File: src/rtl/pe_inst_sequencer_if.sv
// Instruction port between the sequencer and the per-PE controller.
// The names of the signals match the sequencer ports they carry.
interface pe_inst_sequencer_if;
  logic [2:0] o_opcode;
  logic [8:0] o_conv_info;
  logic       o_inst_valid;
  logic       i_inst_ready;

  modport master (
    output o_opcode,
    output o_conv_info,
    output o_inst_valid,
    input  i_inst_ready
  );

  modport slave (
    input  o_opcode,
    input  o_conv_info,
    input  o_inst_valid,
    output i_inst_ready
  );
endinterface

File: src/rtl/pe_inst_sequencer.sv
// Issues SET, LOAD_WGHT, then per tile {LOAD_IFMAP, CONV} x n_iter and ACC to the PE.
// state   | meaning
// IDLE    | waiting for i_start; conv_info keeps the last accepted config
// I_SET   | SET offered to the PE
// I_WGHT  | LOAD_WGHT offered
// I_IFMAP | LOAD_IFMAP offered for the current iteration
// I_CONV  | CONV offered; its handshake advances iter or moves to ACC
// I_ACC   | ACC offered; its handshake advances tile or ends the run
// DONE    | one-cycle completion pulse
module pe_inst_sequencer #(
  parameter int CNT_BITWIDTH = 8
) (
  input  logic                    i_clk,
  input  logic                    i_rst,
  input  logic                    i_start,
  input  logic [2:0]              i_p,
  input  logic [2:0]              i_q,
  input  logic [2:0]              i_s,
  input  logic [CNT_BITWIDTH-1:0] i_n_tile,
  input  logic [CNT_BITWIDTH-1:0] i_n_iter,
  pe_inst_sequencer_if.master     inst_if,
  output logic                    o_busy,
  output logic                    o_done
);

  localparam logic [2:0] S_IDLE  = 3'd0;
  localparam logic [2:0] S_SET   = 3'd1;
  localparam logic [2:0] S_WGHT  = 3'd2;
  localparam logic [2:0] S_IFMAP = 3'd3;
  localparam logic [2:0] S_CONV  = 3'd4;
  localparam logic [2:0] S_ACC   = 3'd5;
  localparam logic [2:0] S_DONE  = 3'd6;

  localparam logic [2:0] OP_NONE  = 3'b000;
  localparam logic [2:0] OP_SET   = 3'b001;
  localparam logic [2:0] OP_WGHT  = 3'b011;
  localparam logic [2:0] OP_IFMAP = 3'b010;
  localparam logic [2:0] OP_CONV  = 3'b100;
  localparam logic [2:0] OP_ACC   = 3'b101;

  localparam logic [CNT_BITWIDTH-1:0] CNT_ONE = {{(CNT_BITWIDTH-1){1'b0}}, 1'b1};

  logic [2:0]              r_state;
  logic [2:0]              r_p;
  logic [2:0]              r_q;
  logic [2:0]              r_s;
  logic [CNT_BITWIDTH-1:0] r_n_tile;
  logic [CNT_BITWIDTH-1:0] r_n_iter;
  logic [CNT_BITWIDTH-1:0] r_tile;
  logic [CNT_BITWIDTH-1:0] r_iter;
  logic [2:0]              r_opcode;
  logic                    r_valid;
  logic                    r_busy;
  logic                    r_done;

  logic [2:0]              w_state_nxt;
  logic [CNT_BITWIDTH-1:0] w_tile_nxt;
  logic [CNT_BITWIDTH-1:0] w_iter_nxt;
  logic [2:0]              w_opcode_nxt;
  logic                    w_hs;
  logic                    w_accept;

  assign w_hs     = r_valid & inst_if.i_inst_ready;
  assign w_accept = (r_state == S_IDLE) & i_start;

  always_comb begin
    w_state_nxt = r_state;
    w_tile_nxt  = r_tile;
    w_iter_nxt  = r_iter;
    case (r_state)
      S_IDLE: begin
        if (i_start) begin
          w_tile_nxt = '0;
          w_iter_nxt = '0;
          if ((i_n_tile == '0) || (i_n_iter == '0)) w_state_nxt = S_DONE;
          else                                       w_state_nxt = S_SET;
        end
      end
      S_SET:   if (w_hs) w_state_nxt = S_WGHT;
      S_WGHT:  if (w_hs) w_state_nxt = S_IFMAP;
      S_IFMAP: if (w_hs) w_state_nxt = S_CONV;
      S_CONV: begin
        if (w_hs) begin
          if (r_iter == r_n_iter - CNT_ONE) begin
            w_iter_nxt  = '0;
            w_state_nxt = S_ACC;
          end else begin
            w_iter_nxt  = r_iter + CNT_ONE;
            w_state_nxt = S_IFMAP;
          end
        end
      end
      S_ACC: begin
        if (w_hs) begin
          // later tiles reuse the weights already loaded, so no SET/WGHT again
          if (r_tile == r_n_tile - CNT_ONE) begin
            w_state_nxt = S_DONE;
          end else begin
            w_tile_nxt  = r_tile + CNT_ONE;
            w_state_nxt = S_IFMAP;
          end
        end
      end
      S_DONE:  w_state_nxt = S_IDLE;
      default: w_state_nxt = S_IDLE;
    endcase
  end

  always_comb begin
    w_opcode_nxt = OP_NONE;
    case (w_state_nxt)
      S_SET:   w_opcode_nxt = OP_SET;
      S_WGHT:  w_opcode_nxt = OP_WGHT;
      S_IFMAP: w_opcode_nxt = OP_IFMAP;
      S_CONV:  w_opcode_nxt = OP_CONV;
      S_ACC:   w_opcode_nxt = OP_ACC;
      default: w_opcode_nxt = OP_NONE;
    endcase
  end

  always_ff @(posedge i_clk) begin
    if (i_rst) begin
      r_state  <= S_IDLE;
      r_tile   <= '0;
      r_iter   <= '0;
      r_opcode <= OP_NONE;
      r_valid  <= 1'b0;
      r_busy   <= 1'b0;
      r_done   <= 1'b0;
    end else begin
      r_state  <= w_state_nxt;
      r_tile   <= w_tile_nxt;
      r_iter   <= w_iter_nxt;
      r_opcode <= w_opcode_nxt;
      r_valid  <= (w_opcode_nxt != OP_NONE);
      r_busy   <= (w_state_nxt != S_IDLE);
      r_done   <= (w_state_nxt == S_DONE);
    end
  end

  // config stays put until the next accepted start; the PE samples it late
  always_ff @(posedge i_clk) begin
    if (i_rst) begin
      r_p      <= '0;
      r_q      <= '0;
      r_s      <= '0;
      r_n_tile <= '0;
      r_n_iter <= '0;
    end else if (w_accept) begin
      r_p      <= i_p;
      r_q      <= i_q;
      r_s      <= i_s;
      r_n_tile <= i_n_tile;
      r_n_iter <= i_n_iter;
    end
  end

  assign inst_if.o_opcode     = r_opcode;
  assign inst_if.o_inst_valid = r_valid;
  assign inst_if.o_conv_info  = {r_p, r_q, r_s};
  assign o_busy               = r_busy;
  assign o_done               = r_done;

endmodule

File: src/flat_wrapper.sv
// flat-port wrapper written by rule: the top's interface ports become plain ports
module pe_inst_sequencer_flat 
#(
  parameter int CNT_BITWIDTH = 8
)
  (i_clk, i_rst, i_start, i_p, i_q, i_s, i_n_tile, i_n_iter, o_busy, o_done, inst_if_o_opcode, inst_if_o_conv_info, inst_if_o_inst_valid, inst_if_i_inst_ready);
  pe_inst_sequencer_if inst_if_i ();
  input  logic i_clk;
  input  logic i_rst;
  input  logic i_start;
  input  logic [2:0] i_p;
  input  logic [2:0] i_q;
  input  logic [2:0] i_s;
  input  logic [CNT_BITWIDTH-1:0] i_n_tile;
  input  logic [CNT_BITWIDTH-1:0] i_n_iter;
  output logic o_busy;
  output logic o_done;
  output wire logic [$bits(inst_if_i.o_opcode)-1:0] inst_if_o_opcode;
  output wire logic [$bits(inst_if_i.o_conv_info)-1:0] inst_if_o_conv_info;
  output wire logic [$bits(inst_if_i.o_inst_valid)-1:0] inst_if_o_inst_valid;
  input wire logic [$bits(inst_if_i.i_inst_ready)-1:0] inst_if_i_inst_ready;
  assign inst_if_o_opcode = inst_if_i.o_opcode;
  assign inst_if_o_conv_info = inst_if_i.o_conv_info;
  assign inst_if_o_inst_valid = inst_if_i.o_inst_valid;
  assign inst_if_i.i_inst_ready = inst_if_i_inst_ready;
  pe_inst_sequencer #(.CNT_BITWIDTH(CNT_BITWIDTH)) u_core (.i_clk(i_clk), .i_rst(i_rst), .i_start(i_start), .i_p(i_p), .i_q(i_q), .i_s(i_s), .i_n_tile(i_n_tile), .i_n_iter(i_n_iter), .inst_if(inst_if_i), .o_busy(o_busy), .o_done(o_done));
endmodule
File: config.mk
export PLATFORM = sky130hd
export DESIGN_NAME = pe_inst_sequencer_flat
export DESIGN_NICKNAME = d
export VERILOG_FILES = /design/src/rtl/pe_inst_sequencer_if.sv /design/src/rtl/pe_inst_sequencer.sv /design/src/flat_wrapper.sv
export SDC_FILE = /design/constraint.sdc
export NUM_CORES = 1
export LEC_CHECK = 0
export BUFFER_PORTS_ARGS = -buffer_cell sky130_fd_sc_hd__buf_2
export CORE_MARGIN = 2
export CORE_UTILIZATION = 40
export DETAILED_ROUTE_END_ITERATION = 8
export PLACE_DENSITY = 0.59
export REMOVE_ABC_BUFFERS = 1
export SYNTH_ARGS = -nofsm -noshare
export SYNTH_HDL_FRONTEND = slang
export SYNTH_SLANG_ARGS = --single-unit
File: constraint.sdc
create_clock -name i_clk -period 6.95 [get_ports i_clk]
set_input_delay 1.7375 -clock i_clk [delete_from_list [all_inputs] [get_ports i_clk]]
set_output_delay 1.7375 -clock i_clk [all_outputs]
set_load 0.05 [all_outputs]
==> reports/qor.yml <==
ant_nets: 0
worst_pin_slew_ns: 0.919
crit_type: "in2reg"
vdd_drop_max_v: 0.000128
grt_pass1_vias: 2222
setup_viol_count_final: 0
critPathLaunch: "i_start"
antenna_found_initial: 0
synth_edf_count: 0
rr_endpoint: "u_core.o_busy"
finalNetCount: 392
clock_path_buffers: 2
r2r_setup_slack_ns: 3.97
grt_util_all_layers_pct: 16.7
cap_violations: 0
drive_gt1_share_pct: 18.9
hp-class: "reg2reg"
ys_ff_latch: 50
ios: 44
cts_inserted_buffers: 5
cts_tree: "yes"
syn_area_um2: 2650
seq_area_um2: 1000
drt_iter0_drc: 96
cts_hold_repair.buffers: 0
die_x_um: 85.5
hold_violations: 0
io_buffers: 43
clk_pin_slew_ns: 0.09
h-tree-depth: 2
ys_seq_area_share_pct: 37.7
clock_latency_ns: 0.30
clock_skew_ns: 0.0108
grt_first_pass_wirelength_mm: 10.0
finalWirelength_mm: 5.80
cts_sinks: 50
initial_core_util_pct: 41.6
synth-main-ff-cell: "dfxtp_1"
power_density_nw_per_um2: 218
grt_max_degree: 44
wl_met2_mm: 2.60
crit_end: "u_core.inst_if.o_opcode[1]"
cts.repair.resized: 0
firstDrtPassIters: 4
area_growth_pct: 13.9
routedWlPerCell_um: 13.3
place_congestion: 0.793
path_max_fanout: 28
worstPathRequired_ns: 7.17
num-fill-cells: 657
final_cell_mix: "63 x nand2_1, 50 x dfxtp_1, 43 x buf_2"
timing.rr.start: "u_core.r_n_tile[0]"
max_slew_margin_pct: 38.7
rsz0062_at_grt: "no"
dr_wl_met3_um: 286
die_area_um2: 7300
min_path_cells: 2
drv_slew: 0
drc_errors: 0
timing.final.crit_share_pct: 51.6
design.core.area_um2: 6390
wl_met1_mm: 2.85
reg2reg_depth: 9
place_ws_ns: 3.04
via_per_inst: 5.32
syn_avg_cell_area_um2: 8.17
tns_ns: 0
p_leak_nw: 1.15
dp.final_hpwl_mm: 4.23
highest_layer: "met4"
num_rows: 29
num_vias: 2326
final_common_cell: "nand2_1"
setup_ws_ns: 3.37
fmax_mhz: 279
yosys_warnings: 0
yosysUniqueCellTypes: 58
cts_post_setup_buffers_inserted: 0
diodes: 0
layout_min_cycle_time_ns: 3.58
die_h_um: 85.5
gr-total-overflow: 0
status: "complete, no violations"
root_buffer: "clkbuf_8"
critPathLaunchType: "input port"
multi_input_area_um2: 1570
synthCells: 325
crit_arrival_ns: 3.80
async_flop_share_pct: 0
crit_path_end_kind: "flip-flop"
-- worst min path at each step --
stage / start / end / slack, ns
2_1_floorplan: u_core.r_n_tile[7] / u_core.r_n_tile[7] / 0.44
3_3_place_gp: u_core.r_s[1] / u_core.r_s[1] / 0.44
3_5_place_dp: u_core.r_q[2] / u_core.r_q[2] / 0.44
4_1_cts: u_core.r_q[2] / u_core.r_q[2] / 0.46
5_1_grt: u_core.r_q[2] / u_core.r_q[2] / 0.48
6_report: u_core.r_q[2] / u_core.r_q[2] / 0.46
-- worst max-delay path, cell delays in order --
cell      delay (ns)
buf_2           0.11
nand2b_1        0.11
or3_1           0.73
a21oi_1         0.15
a221oi_1        0.35
o31ai_1         0.20
nor2b_4         0.22
nor3b_1         0.19
-- where the power goes --
part | leakage [nW] | internal (mW) | total [mW] | switching (mW)
clock | 0.0575 | 0.101 | 0.196 | 0.0956
combinational | 0.685 | 0.0531 | 0.144 | 0.0905
sequential | 0.408 | 0.302 | 0.320 | 0.0179
total | 1.15 | 0.456 | 0.660 | 0.204
-- area by class of cell --
cell class | instances | share of cell area (%)
multi-input combinational | 252 | 51.9
sequential | 50 | 33.1
timing repair buffer | 44 | 7.37
clock buffer | 8 | 3.64
tap | 77 | 3.19
inverter | 6 | 0.745
-- cells in the mapped netlist (4+ instances only) --
library cell	count	area share (%)
nand2_1	63	8.9
nor4_1	8	1.9
nand4_1	6	1.4
nor3_1	12	2.3
xnor2_1	18	5.9
nand2b_1	4	0.94
nor3b_1	5	1.4
clkbuf_1	14	2.0
nor2_1	23	3.3
a21oi_1	29	5.5
ha_1	4	1.9
nand3_1	8	1.5
xor2_1	13	4.3
dfxtp_1	50	38
inv_1	6	0.85
-- cell families after synthesis --
family                     count (synthesis)  synth area share [%]
AOI/OAI and AO/OA                         57                  15.3
xor gates and xnor gates                  31                  10.2
adders and majority gates                  4                  1.89
buffers and inverters                     23                  3.35
DFF                                       50                  37.7
muxes                                      3                  1.18
and+or+nand+nor                          157                  30.4
-- flip-flops by register name, summed over array words and instances, names as in the netlist --
signal,count
u_core.inst_if.o_opcode,3
u_core.r_s,3
u_core.o_busy,1
u_core.r_tile,8
u_core.inst_if.o_inst_valid,1
u_core.r_p,3
u_core.r_n_tile,8
u_core.r_q,3
u_core.r_iter,8
u_core.o_done,1
u_core.r_n_iter,8
u_core.r_state,3
-- layer usage --
layer | track usage [%] | up-vias
met2 | 28.0 | 57
met1 | 21.5 | 1060
li1 | - | 1202
met3 | 3.89 | 7
met5 | 0 | -
met4 | 4.91 | 0
-- stage by stage --
step	hold slack (ns)	total power, mW	cells	utilization [%]	cell area [µm²]
floorplan	0.442	0.429	308	-	2590
global placement	0.439	0.468	429	45.6	2910
detailed placement	0.444	0.470	429	45.6	2910
CTS	0.457	0.668	437	47.3	3020
global route	0.475	0.694	437	47.3	3020
finish	0.455	0.660	437	47.3	3020
No activity file was read; power rests on OpenSTA's default activity.
